`config.mk`:
```
export PLATFORM = sky130hd
export DESIGN_NAME = image_encrypter_flat
export DESIGN_NICKNAME = d
export VERILOG_FILES = /design/src/rtl/image_encrypter_if.sv /design/src/rtl/image_encrypter.sv /design/src/flat_wrapper.sv
export SDC_FILE = /design/constraint.sdc
export NUM_CORES = 1
export LEC_CHECK = 0
export ABC_CLOCK_PERIOD_IN_PS = 2800
export CAP_MARGIN = 0
export CORE_MARGIN = 4
export CORE_UTILIZATION = 33
export CTS_BUF_LIST = sky130_fd_sc_hd__clkbuf_4 sky130_fd_sc_hd__clkbuf_8
export DETAILED_ROUTE_END_ITERATION = 8
export PLACE_DENSITY = 0.67
export RECOVER_POWER = 100
export SETUP_SLACK_MARGIN = 0.4
export SYNTH_ARGS = -nofsm -noshare
export SYNTH_HDL_FRONTEND = slang
export SYNTH_SLANG_ARGS = --single-unit
```
`constraint.sdc`:
```
create_clock -name clk -period 2.8 [get_ports clk]
set_clock_uncertainty 0.1 [all_clocks]
set_input_delay 0.42 -clock clk [delete_from_list [all_inputs] [get_ports clk]]
set_output_delay 0.42 -clock clk [all_outputs]
set_load 0.01 [all_outputs]
```
`src/rtl/image_encrypter_if.sv`:
```
// image_encrypter_if: control, plaintext-ROM read and ciphertext-RAM write signals of the encrypter
interface image_encrypter_if #(
    parameter int ADDR_W = 15
);
    logic              start;
    logic [63:0]       key;
    logic              encrypter_active;
    logic [7:0]        plain_data;
    logic [ADDR_W-1:0] read_addr;
    logic [ADDR_W-1:0] write_addr;
    logic [7:0]        encrypted_data;
    logic              write_en;
    logic              busy;
    logic              done;

    // master is the encrypter: it drives the memory addresses, the write strobe and the status flags
    modport master (
        input  start, key, encrypter_active, plain_data,
        output read_addr, write_addr, encrypted_data, write_en, busy, done
    );

    // slave is the surrounding system: it issues commands and returns ROM data
    modport slave (
        output start, key, encrypter_active, plain_data,
        input  read_addr, write_addr, encrypted_data, write_en, busy, done
    );
endinterface

```
`src/rtl/image_encrypter.sv`:
```
// image_encrypter: streams an image from ROM through a keyed byte cipher into RAM at 3 active cycles per byte
module image_encrypter #(
    parameter int IMG_SIZE = 19200,
    parameter int ADDR_W   = 15
) (
    input  logic              clk,
    input  logic              reset,
    image_encrypter_if.master bus
);
    typedef enum logic [2:0] {IDLE, READ, CAPTURE, WRITE, DONE} state_t;

    localparam logic [ADDR_W-1:0] LAST = ADDR_W'(IMG_SIZE - 1);

    state_t            state_q, state_d;
    logic [ADDR_W-1:0] cnt_q, cnt_d;
    logic [ADDR_W-1:0] waddr_q, waddr_d;
    logic [63:0]       key_q, key_d;
    logic [7:0]        enc_q, enc_d;
    logic              busy_q, busy_d;
    logic              done_q, done_d;
    logic [7:0]        mixed;

    // next state, counter/key/ciphertext loads and status flags; a low encrypter_active freezes everything
    always_comb begin
        state_d = state_q;
        cnt_d   = cnt_q;
        waddr_d = waddr_q;
        enc_d   = enc_q;
        key_d   = key_q;
        busy_d  = busy_q;
        done_d  = done_q;
        mixed   = bus.plain_data ^ 8'(key_q >> {cnt_q[2:0], 3'b000});
        if (bus.start && (state_q == IDLE || state_q == DONE)) begin
            state_d = READ;
            cnt_d   = '0;
            key_d   = bus.key;
            busy_d  = 1'b1;
            done_d  = 1'b0;
        end else if (bus.encrypter_active) begin
            case (state_q)
                READ:    state_d = CAPTURE;
                CAPTURE: begin
                    state_d = WRITE;
                    waddr_d = cnt_q;
                    enc_d   = {mixed[4:0], mixed[7:5]} ^ 8'(cnt_q);
                end
                WRITE: begin
                    if (cnt_q == LAST) begin
                        state_d = DONE;
                        busy_d  = 1'b0;
                        done_d  = 1'b1;
                    end else begin
                        state_d = READ;
                        cnt_d   = cnt_q + 1'b1;
                    end
                end
                default: state_d = state_q;
            endcase
        end
    end

    // state and datapath registers, cleared asynchronously so a reset aborts any pass at once
    always_ff @(posedge clk or negedge reset) begin
        if (!reset) begin
            state_q <= IDLE;
            cnt_q   <= '0;
            waddr_q <= '0;
            enc_q   <= '0;
            key_q   <= '0;
            busy_q  <= 1'b0;
            done_q  <= 1'b0;
        end else begin
            state_q <= state_d;
            cnt_q   <= cnt_d;
            waddr_q <= waddr_d;
            enc_q   <= enc_d;
            key_q   <= key_d;
            busy_q  <= busy_d;
            done_q  <= done_d;
        end
    end

    // the counter only moves between bytes, so it doubles as the ROM address held through READ and CAPTURE
    assign bus.read_addr      = cnt_q;
    assign bus.write_addr     = waddr_q;
    assign bus.encrypted_data = enc_q;
    assign bus.write_en       = (state_q == WRITE) && bus.encrypter_active;
    assign bus.busy           = busy_q;
    assign bus.done           = done_q;
endmodule

```
`src/flat_wrapper.sv`:
```
// flat-port wrapper written by rule: the top's interface ports become plain ports
module image_encrypter_flat 
#(
    parameter int IMG_SIZE = 19200,
    parameter int ADDR_W   = 15
)
  (clk, reset, bus_start, bus_key, bus_encrypter_active, bus_plain_data, bus_read_addr, bus_write_addr, bus_encrypted_data, bus_write_en, bus_busy, bus_done);
  image_encrypter_if #(.ADDR_W(ADDR_W)) bus_i ();
  input  logic clk;
  input  logic reset;
  input wire logic [$bits(bus_i.start)-1:0] bus_start;
  input wire logic [$bits(bus_i.key)-1:0] bus_key;
  input wire logic [$bits(bus_i.encrypter_active)-1:0] bus_encrypter_active;
  input wire logic [$bits(bus_i.plain_data)-1:0] bus_plain_data;
  output wire logic [$bits(bus_i.read_addr)-1:0] bus_read_addr;
  output wire logic [$bits(bus_i.write_addr)-1:0] bus_write_addr;
  output wire logic [$bits(bus_i.encrypted_data)-1:0] bus_encrypted_data;
  output wire logic [$bits(bus_i.write_en)-1:0] bus_write_en;
  output wire logic [$bits(bus_i.busy)-1:0] bus_busy;
  output wire logic [$bits(bus_i.done)-1:0] bus_done;
  assign bus_i.start = bus_start;
  assign bus_i.key = bus_key;
  assign bus_i.encrypter_active = bus_encrypter_active;
  assign bus_i.plain_data = bus_plain_data;
  assign bus_read_addr = bus_i.read_addr;
  assign bus_write_addr = bus_i.write_addr;
  assign bus_encrypted_data = bus_i.encrypted_data;
  assign bus_write_en = bus_i.write_en;
  assign bus_busy = bus_i.busy;
  assign bus_done = bus_i.done;
  image_encrypter #(.IMG_SIZE(IMG_SIZE), .ADDR_W(ADDR_W)) u_core (.clk(clk), .reset(reset), .bus(bus_i));
endmodule
```
==> results of run 1 <==
[how the worst min path moves through the flow]
stage                            end  slack (ps)              from
finish              u_core.key_q[34]         380  u_core.key_q[34]
global route        u_core.key_q[43]         400  u_core.key_q[43]
CTS                 u_core.key_q[34]         380  u_core.key_q[34]
detailed placement  u_core.key_q[34]         360  u_core.key_q[34]
global placement    u_core.key_q[59]         350  u_core.key_q[59]
floorplan            u_core.bus.busy          20             reset
[cell usage after synthesis (4+ instances only)]
master    instances  area, um2
dfrtp_1         107       2678
a21oi_1          20      100.1
or3_1             4      25.02
or4_1             7      52.55
o31ai_1           6      45.04
nor2_1           11      41.29
mux4_2           15      337.8
mux2i_1          12      120.1
buf_2             4      20.02
o21ai_0           5      25.02
mux2_2           18      202.7
nand3_1           6      30.03
xnor2_1          16      140.1
nand2_1         205      769.5
clkbuf_1         20      75.07
[area by class of cell]
cell class / count / area, um2
Fill cell: 1386 / 8068
Sequential cell: 107 / 2678
Multi-Input combinational cell: 349 / 2077
Timing Repair Buffer: 128 / 1286
Tap cell: 184 / 230.2
Clock buffer: 15 / 181.4
Clock inverter: 1 / 7.507
Inverter: 1 / 6.256
[per-layer routing]
metal,track usage,up-vias,part of all wire
li1,-,1838,-
met1,0.2093,1825,0.47
met2,0.2408,92,0.47
met3,0.02988,13,0.046
met4,0.05073,0,0.014
met5,0,-,0
[state kept, by name, summed over array words and instances, names as in the netlist]
name                       cells
u_core.key_q                  64
u_core.bus.read_addr          15
u_core.bus.write_addr         15
u_core.bus.encrypted_data      8
u_core.state_q                 3
u_core.bus.busy                1
u_core.bus.done                1
[logic make-up (layout without fill, tap and decap cells)]
group,Yosys count,after routing,share of synthesized area
buf+inv,29,145,0.02402
mux,45,45,0.1349
flops,107,107,0.5468
compound gates,33,33,0.03807
fa+ha+maj,1,1,0.002555
xor+xnor,17,17,0.03040
simple gates,253,253,0.2233
[timing repair]
action	CTS	global route
hold buffers	1	0
endpoints found under the setup margin	1	0
buffers inserted	1	0
hold endpoints to repair	48	0
resized for setup	1	0
[per-stage QoR]
step,total power (uW),util,cells,instance area [um2]
6_report,5362,0.4449,785,6466
5_1_grt,5784,0.4449,785,6466
4_1_cts,5531,0.4490,785,6525
3_5_place_dp,4589,0.4346,767,6316
3_3_place_gp,4522,0.4346,767,6316
2_1_floorplan,3745,-,485,4897
[power by group through the flow]
stage	clock (uW)	combinational, uW	sequential (uW)
3_3_place_gp	0	2140	2390
4_1_cts	956	2190	2390
3_5_place_dp	0	2160	2430
6_report	912	2080	2370
5_1_grt	1010	2330	2440
2_1_floorplan	0	1370	2380
[layout by cell type (no fill, tap or decap), types with 2 or more instances in the layout]
| cell | count |
|---|---|
| nand2_1 | 204 |
| dfrtp_1 | 107 |
| clkdlybuf4s50_1 | 76 |
| dlygate4sd3_1 | 40 |
| a21oi_1 | 20 |
| mux2_2 | 18 |
| xnor2_1 | 16 |
| mux4_2 | 15 |
| mux2i_1 | 12 |
| nor2_1 | 11 |
| clkbuf_8 | 11 |
| or4_1 | 8 |
| o31ai_1 | 6 |
| nand3_1 | 6 |
| o21ai_0 | 5 |
| or3_1 | 4 |
| clkbuf_4 | 4 |
| buf_12 | 4 |
| nand3b_1 | 3 |
| and3_1 | 3 |
| nand4_1 | 3 |
| nand2b_1 | 3 |
| clkbuf_2 | 3 |
| buf_4 | 3 |
| nor4_1 | 2 |
| clkbuf_1 | 2 |
[critical path: stages]
cell and delay (ps):
dlygate4sd3_1 590, nand4b_1 210, inv_4 160, clkdlybuf4s50_1 560
==> metrics.md, run 1 <==
| Metric | Value |
|---|---|
| Root Buffer | clkbuf_8 |
| First-pass GRT wire length | 20000 um |
| Placer Congestion | 0.8102 |
| Layout cell share with drive strength beyond 1 | 0.1065 |
| Pin count of the biggest net entering global routing | 57 |
| Clock Power Share | 0.170 |
| Seq pwr share | 0.442 |
| Initial Util | 0.3369 |
| Crit path to | bus_write_en |
| Setup ws final | 338.6 ps |
| Max IR drop VDD | 0.3076 mV |
| GR Util All Layers | 0.1516 |
| Flops & latches, synth | 107 |
| Die width | 129.8 um |
| Core ar. | 14530 um2 |
| Tcrit/Tclk final | 0.8791 |
| Slew @ Worst Pin | 1292 ps |
| Core Rows | 44 |
| Hold_ws | 375.7 ps |
| TNS Setup | 0 ps |
| Critical path class | in -> out |
| Max-cap violations | 0 |
| Yosys cell types | 34 |
| Dpl ws | 309.5 ps |
| RSZ-0062 raised after global routing | false |
| Die H | 129.8 um |
| Sink Count | 107 |
| Number of synthesized flops with an enable pin | 0 |
| IO Pins | 117 |
| Final hold vios | 0 |
| Drt via density | 4.800 |
| Mapped Cells | 485 |
| CTS tree | built |
| DRC | 0 |
| P_sw | 1843 uW |
| Shortest period the worst path allows | 2461 ps |
| Routed Antenna Nets | 0 |
| HPWL after DPL | 8748 um |
| Worst hold path class | reg -> reg |
| # port buffers | 116 |
| Worst Setup SP | bus_encrypter_active |
| Total vias in the final route | 3768 |
| Syn nets | 562 |
| Ys flop type | dfrtp_1 |
| Vias in the first global route | 3959 |
| Drt first pass iters | 4 |
| Mapped Avg Cell Area | 10.10 um2 |
| Status | finished clean |
| Final nets | 673 |
| Total gr overflow | 0 |
| Synth async-reset ratio | 1.000 |
| Req. time, crit path | 2280 ps |
| Reg2reg start | u_core.bus.read_addr[8] |
| Hold depth | 2 |
| Reg-to-Reg End | u_core.state_q[0] |
| Clock latency on the worst-skew pair | 370 ps |
| Worst slew margin | 0.1389 |
| N_diodes | 0 |
| Clock buffer depth | 2 |
| Comb power frac | 0.388 |
| Data arrival, critical path | 1940 ps |
| Iter 0 DRT Violations | 243 |
| Worst R2R Path Depth | 5 |
| Switching Fraction | 0.3438 |
| Initial antenna violation count | 0 |
| Synthesized area | 4897 um2 |
| Crit. End Element | output port |
| YS warnings | 0 |
| Area Overhead vs Synth | 32.04% |
| Drt total wl | 12180 um |
| Final Slew Violations | 0 |
| Crit start category | input pin |
| Htree depth | 3 |
| Leakage Power | 0.003026 uW |
| Die Footprint | 16850 um2 |
| Internal power | 3519 uW |
| PwrDens | 829.2 nW/um2 |
| Final count of negative-setup-slack endpoints | 0 |
| Per-cell routed wire length | 15.51 um |
| Worst R2R Setup Slack | 420 ps |
| Sequential area share after synthesis | 0.5468 |
| Fmax | 406.3 MHz |
| Number of CTS-inserted buffers | 9 |
| CP Max Fanout | 8 |
| Reg clk slew, reported paths | 90 ps |
(Power assumes the default switching activity.)
==> inputs of run 2 (changes only) <==
--- a/config.mk
+++ b/config.mk
@@ -11,6 +11,7 @@
 export CORE_UTILIZATION = 33
 export CTS_BUF_LIST = sky130_fd_sc_hd__clkbuf_4 sky130_fd_sc_hd__clkbuf_8
 export DETAILED_ROUTE_END_ITERATION = 8
+export MAX_ROUTING_LAYER = met4
 export PLACE_DENSITY = 0.67
 export RECOVER_POWER = 100
 export SETUP_SLACK_MARGIN = 0.4
==> metrics.md, run 2 (synthesis results as in run 1) <==
| Metric | Value |
|---|---|
| Req. time, crit path | 2280 ps |
| Hold_sp | u_core.key_q[5] |
| Max IR drop VDD | 0.3081 mV |
| Top reg by flops | u_core.key_q |
| GR Util All Layers | 0.1569 |
| Drt total wl | 12180 um |
| Fmax | 407.6 MHz |
| Multi-input logic area | 2077 um2 |
| Hold depth | 2 |
| IO Pins | 117 |
| P_sw | 1848 uW |
| Top routing layer in use | met4 |
| Slew @ Worst Pin | 1283 ps |
| Worst R2R Path Depth | 5 |
| CP Max Fanout | 8 |
| Shortest period the worst path allows | 2453 ps |
| CTS tree | built |
| Initial antenna violation count | 0 |
| Reg-to-Reg End | u_core.state_q[0] |
| Crit. End Element | output port |
| Worst Setup SP | bus_encrypter_active |
| Placement Cell Area | 6316 um2 |
| Htree depth | 3 |
| Worst slew margin | 0.1448 |
| Hold endpoint | u_core.key_q[5] |
| PwrDens | 830.0 nW/um2 |
| Met1 wire length | 5550 um |
| Final hold vios | 0 |
| # port buffers | 116 |
| Number of CTS-inserted buffers | 9 |
| Sink Count | 107 |
| Largest register FFs | 64 |
| Final count of negative-setup-slack endpoints | 0 |
| Reg2reg start | u_core.bus.read_addr[8] |
| Crit start category | input pin |
| Area Overhead vs Synth | 32.04% |
| Root Buffer | clkbuf_8 |
| Total gr overflow | 0 |
| Die width | 129.8 um |
| Final nets | 673 |
| Clock buffer depth | 2 |
| Seq pwr share | 0.442 |
| DRC | 0 |
| Die Footprint | 16850 um2 |
| Vias in the first global route | 3950 |
| Core Rows | 44 |
| Iter 0 DRT Violations | 242 |
| Core ar. | 14530 um2 |
| Switching Fraction | 0.3444 |
| RSZ-0062 raised after global routing | false |
| Internal power | 3519 uW |
| Initial Util | 0.3369 |
| Per-cell routed wire length | 15.51 um |
| Status | finished clean |
| Register Area | 2678 um2 |
| First-pass GRT wire length | 20060 um |
| Most frequent cells in the layout | nand2_1, dfrtp_1, clkdlybuf4s50_1, dlygate4sd3_1, a21oi_1 |
| Tcrit/Tclk final | 0.8762 |
| Met3 WL post-DR | 598 um |
| Die H | 129.8 um |
| TNS Setup | 0 ps |
| Final non-filler cell area | 6466 um2 |
| Placer Congestion | 0.8221 |
| HPWL after DPL | 8748 um |
| Reg clk slew, reported paths | 80 ps |
| Pin count of the biggest net entering global routing | 57 |
| Worst R2R Setup Slack | 430 ps |
| Drt first pass iters | 4 |
| Clock Power Share | 0.171 |
| Met2 routed WL | 5859 um |
| Final core utilization | 0.4449 |
| Total vias in the final route | 3771 |
| Drt via density | 4.804 |
| Clock latency on the worst-skew pair | 380 ps |
| Worst hold path class | reg -> reg |
| Fillers | 1386 |
| Critical path class | in -> out |
| Comb power frac | 0.387 |
| Max-cap violations | 0 |
| Most common cell after layout, fill and taps aside | nand2_1 |
| Final Slew Violations | 0 |
| N_diodes | 0 |
| Leakage Power | 0.003026 uW |
| Routed Antenna Nets | 0 |
| Layout cell share with drive strength beyond 1 | 0.1065 |
| Data arrival, critical path | 1930 ps |
==> run 2: cell counts in the layout (fill, tap and decap cells not counted) <==
Identical to the previous run, type by type.
==> run 2: routing by layer <==
metal,track usage,up-vias
met1,0.2111,1815
met5,-,-
met2,0.2411,103
met3,0.02988,13
met4,0.05073,0
li1,-,1840
==> run 2: worst max-delay path by stage <==
stage                                          end  depth (start not counted)  slack [ps]
after floorplan           u_core.bus.read_addr[14]                          5         740
after global placement    u_core.bus.read_addr[14]                          5         330
after detailed placement   u_core.bus.read_addr[9]                          6         310
after CTS                             bus_write_en                          4         460
after global routing               u_core.bus.busy                          5         210
final                                 bus_write_en                          4         350
==> run 2: power by group through the flow <==
stage	combinational (uW)	clock, uW	sequential, uW
final	2080	917	2370
after detailed placement	2160	0	2430
after global routing	2330	1010	2440
after floorplan	1370	0	2380
after global placement	2140	0	2390
after CTS	2190	956	2390
==> run 2: layout make-up <==
| type | count | share of cell area |
|---|---|---|
| Sequential cell | 107 | 0.4141 |
| Multi-Input combinational cell | 349 | 0.3212 |
| Timing Repair Buffer | 128 | 0.1989 |
| Tap cell | 184 | 0.03560 |
| Clock buffer | 15 | 0.02806 |
| Clock inverter | 1 | 0.001161 |
| Inverter | 1 | 0.0009675 |
==> run 2: worst max-delay path, cell delays in order <==
cell and delay [ps]:
dlygate4sd3_1 590, nand4b_1 210, inv_4 150, clkdlybuf4s50_1 560
==> run 2: metrics by stage <==
stage	std cells	worst slack, ps	total power, uW	hold slack [ps]
global route	785	209.3	5786	398.8
CTS	785	465.0	5531	379.5
global placement	767	334.0	4522	351.8
floorplan	485	744.2	3745	24.41
finish	785	346.8	5367	376.2
detailed placement	767	309.5	4589	356.6
==> run 2: timing repair <==
item	CTS	global route
endpoints found under the setup margin	1	0
endpoints found under the hold margin	48	0
resized for setup	1	0
hold buffers	1	0
buffers inserted	1	0
==> inputs of run 3 (changes only) <==
--- a/config.mk
+++ b/config.mk
@@ -12,9 +12,10 @@
 export CTS_BUF_LIST = sky130_fd_sc_hd__clkbuf_4 sky130_fd_sc_hd__clkbuf_8
 export DETAILED_ROUTE_END_ITERATION = 8
 export MAX_ROUTING_LAYER = met4
-export PLACE_DENSITY = 0.67
+export PLACE_DENSITY = 0.59
 export RECOVER_POWER = 100
 export SETUP_SLACK_MARGIN = 0.4
 export SYNTH_ARGS = -nofsm -noshare
 export SYNTH_HDL_FRONTEND = slang
 export SYNTH_SLANG_ARGS = --single-unit
+export TNS_END_PERCENT = 100
==> metrics.md, run 3 (synthesis results as in run 1) <==
| Metric | Value |
|---|---|
| Status | finished clean |
| Grt peak-use layer | met2 |
| Final core utilization | 0.4460 |
| IO Pins | 117 |
| Worst path bufs/invs | 3 |
| CP Max Fanout | 8 |
| Final hold vios | 0 |
| Slowest CP cell | dlygate4sd3_1 |
| Slew @ Worst Pin | 1122 ps |
| Final count of negative-setup-slack endpoints | 0 |
| Shortest period the worst path allows | 2453 ps |
| Worst path cell trace | dlygate4sd3_1 -> nand4b_4 -> inv_4 -> dlygate4sd3_1 |
| Drt via density | 4.858 |
| Area Overhead vs Synth | 32.37% |
| GR Util All Layers | 0.1530 |
| Initial antenna violation count | 0 |
| Cell seen most often among critical-path stages | dlygate4sd3_1 |
| Iter 0 DRT Violations | 253 |
| Tcrit/Tclk final | 0.8762 |
| CP delay by family, top | buffers and inverters |
| Initial Util | 0.3369 |
| First-pass GRT wire length | 19510 um |
| Reg clk slew, reported paths | 100 ps |
| CTS tree | built |
| Total gr overflow | 0 |
| Data arrival, critical path | 1930 ps |
| Htree depth | 3 |
| Most common cell after layout, fill and taps aside | nand2_1 |
| GR Util met3 | 0.02415 |
| Placer Congestion | 0.8230 |
| Per-cell routed wire length | 15.69 um |
| N_diodes | 0 |
| GRT met2 Usage | 0.2478 |
| Fmax | 407.6 MHz |
| Layout cell share with drive strength beyond 1 | 0.1035 |
| Die H | 129.8 um |
| TNS Setup | 0 ps |
| Total vias in the final route | 3804 |
| Drt first pass iters | 5 |
| RSZ-0062 raised after global routing | false |
| Sink Count | 107 |
| Die Footprint | 16850 um2 |
| Final nets | 671 |
| Worst slew margin | 0.2517 |
| Clock latency on the worst-skew pair | 370 ps |
| Core ar. | 14530 um2 |
| Crit. End Element | output port |
| Die width | 129.8 um |
| Vias in the first global route | 3805 |
| Pin count of the biggest net entering global routing | 74 |
| Number of CTS-inserted buffers | 9 |
| Clock buffer depth | 2 |
| GRT met1 Usage | 0.1990 |
| Max IR drop VDD | 0.2912 mV |
| Top reg by flops | u_core.key_q |
| Routed Antenna Nets | 0 |
| Max-cap violations | 0 |
| Most frequent cells in the layout | nand2_1, dfrtp_1, clkdlybuf4s50_1, dlygate4sd3_1, a21oi_1 |
| Critical path class | in -> out |
| Final Slew Violations | 0 |
| Largest register FFs | 64 |
| Root Buffer | clkbuf_8 |
| Core Rows | 44 |
| Crit start category | input pin |
| Drt total wl | 12290 um |
| Slowest stage delay, CP | 640 ps |
| Leakage Power | 0.003039 uW |
| Req. time, crit path | 2280 ps |
| PwrDens | 841.2 nW/um2 |
| DRC | 0 |
| Worst hold path class | reg -> reg |
| HPWL after DPL | 8752 um |
| # port buffers | 116 |
-- run 3: cell types whose count changed in the layout (fill, tap and decap cells not counted), sizes merged --
cell,delta
clkdlybuf4s50,-1
inv,+1
clkbuf,-3
dlygate4sd3,+1
clkinv,+2
buf,-3
bufinv,+1
-- run 3: layer usage --
layer / vias up / part of all wire
met4: 0 / 0.013
met3: 13 / 0.045
li1: 1835 / -
met5: - / 0
met2: 96 / 0.49
met1: 1860 / 0.45
-- run 3: metrics by stage --
| step | instances | total power (uW) | hold WS [ps] | setup WS [ps] | instance area (um2) |
|---|---|---|---|---|---|
| global route | 783 | 5845 | 398.3 | 255.6 | 6482 |
| global placement | 765 | 4483 | 295.5 | 345.4 | 6289 |
| detailed placement | 765 | 4560 | 308.1 | 274.6 | 6289 |
| CTS | 783 | 5576 | 382.8 | 473.2 | 6520 |
| finish | 783 | 5453 | 381.4 | 346.7 | 6482 |
| floorplan | 485 | 3745 | 24.41 | 744.2 | 4897 |
-- run 3: final timing paths --
path	startpoint	endpoint	slack, ps	cells past startpoint
setup / recovery	bus_encrypter_active	bus_write_en	350	4
hold / removal	u_core.key_q[57]	u_core.key_q[57]	380	2
setup reg to reg	u_core.bus.read_addr[8]	u_core.state_q[0]	400	5
hold reg to reg	u_core.key_q[57]	u_core.key_q[57]	380	2
max in group asynchronous	reset	u_core.key_q[61]	1090	3
min in group asynchronous	reset	u_core.bus.write_addr[12]	620	2
-- run 3: power by group --
part | internal, uW | switching [uW]
registers | 2080 | 308
clock network | 466 | 535
logic | 1020 | 1040
-- run 3: worst min-delay path, cell delays in order, from the launching register on --
cell	delay, ps
dfrtp_1	350
nand2_1	50
nand2_1	50
-- run 3: layout make-up --
type | instances | area, um2
timing repair buffer | 126 | 1269
multi-input combinational | 349 | 2088
tap | 184 | 230.2
clock buffer | 11 | 151.4
fill | 1405 | 8051
sequential | 107 | 2678
clock inverter | 5 | 60.06
inverter | 1 | 6.256
-- run 3: repair_timing --
| item | in CTS | in global routing |
|---|---|---|
| endpoints found under the hold margin | 34 | 0 |
| resized for setup | 1 | 0 |
| buffers inserted | 1 | 0 |
| setup endpoints to repair | 1 | 0 |
| hold buffers | 1 | 0 |
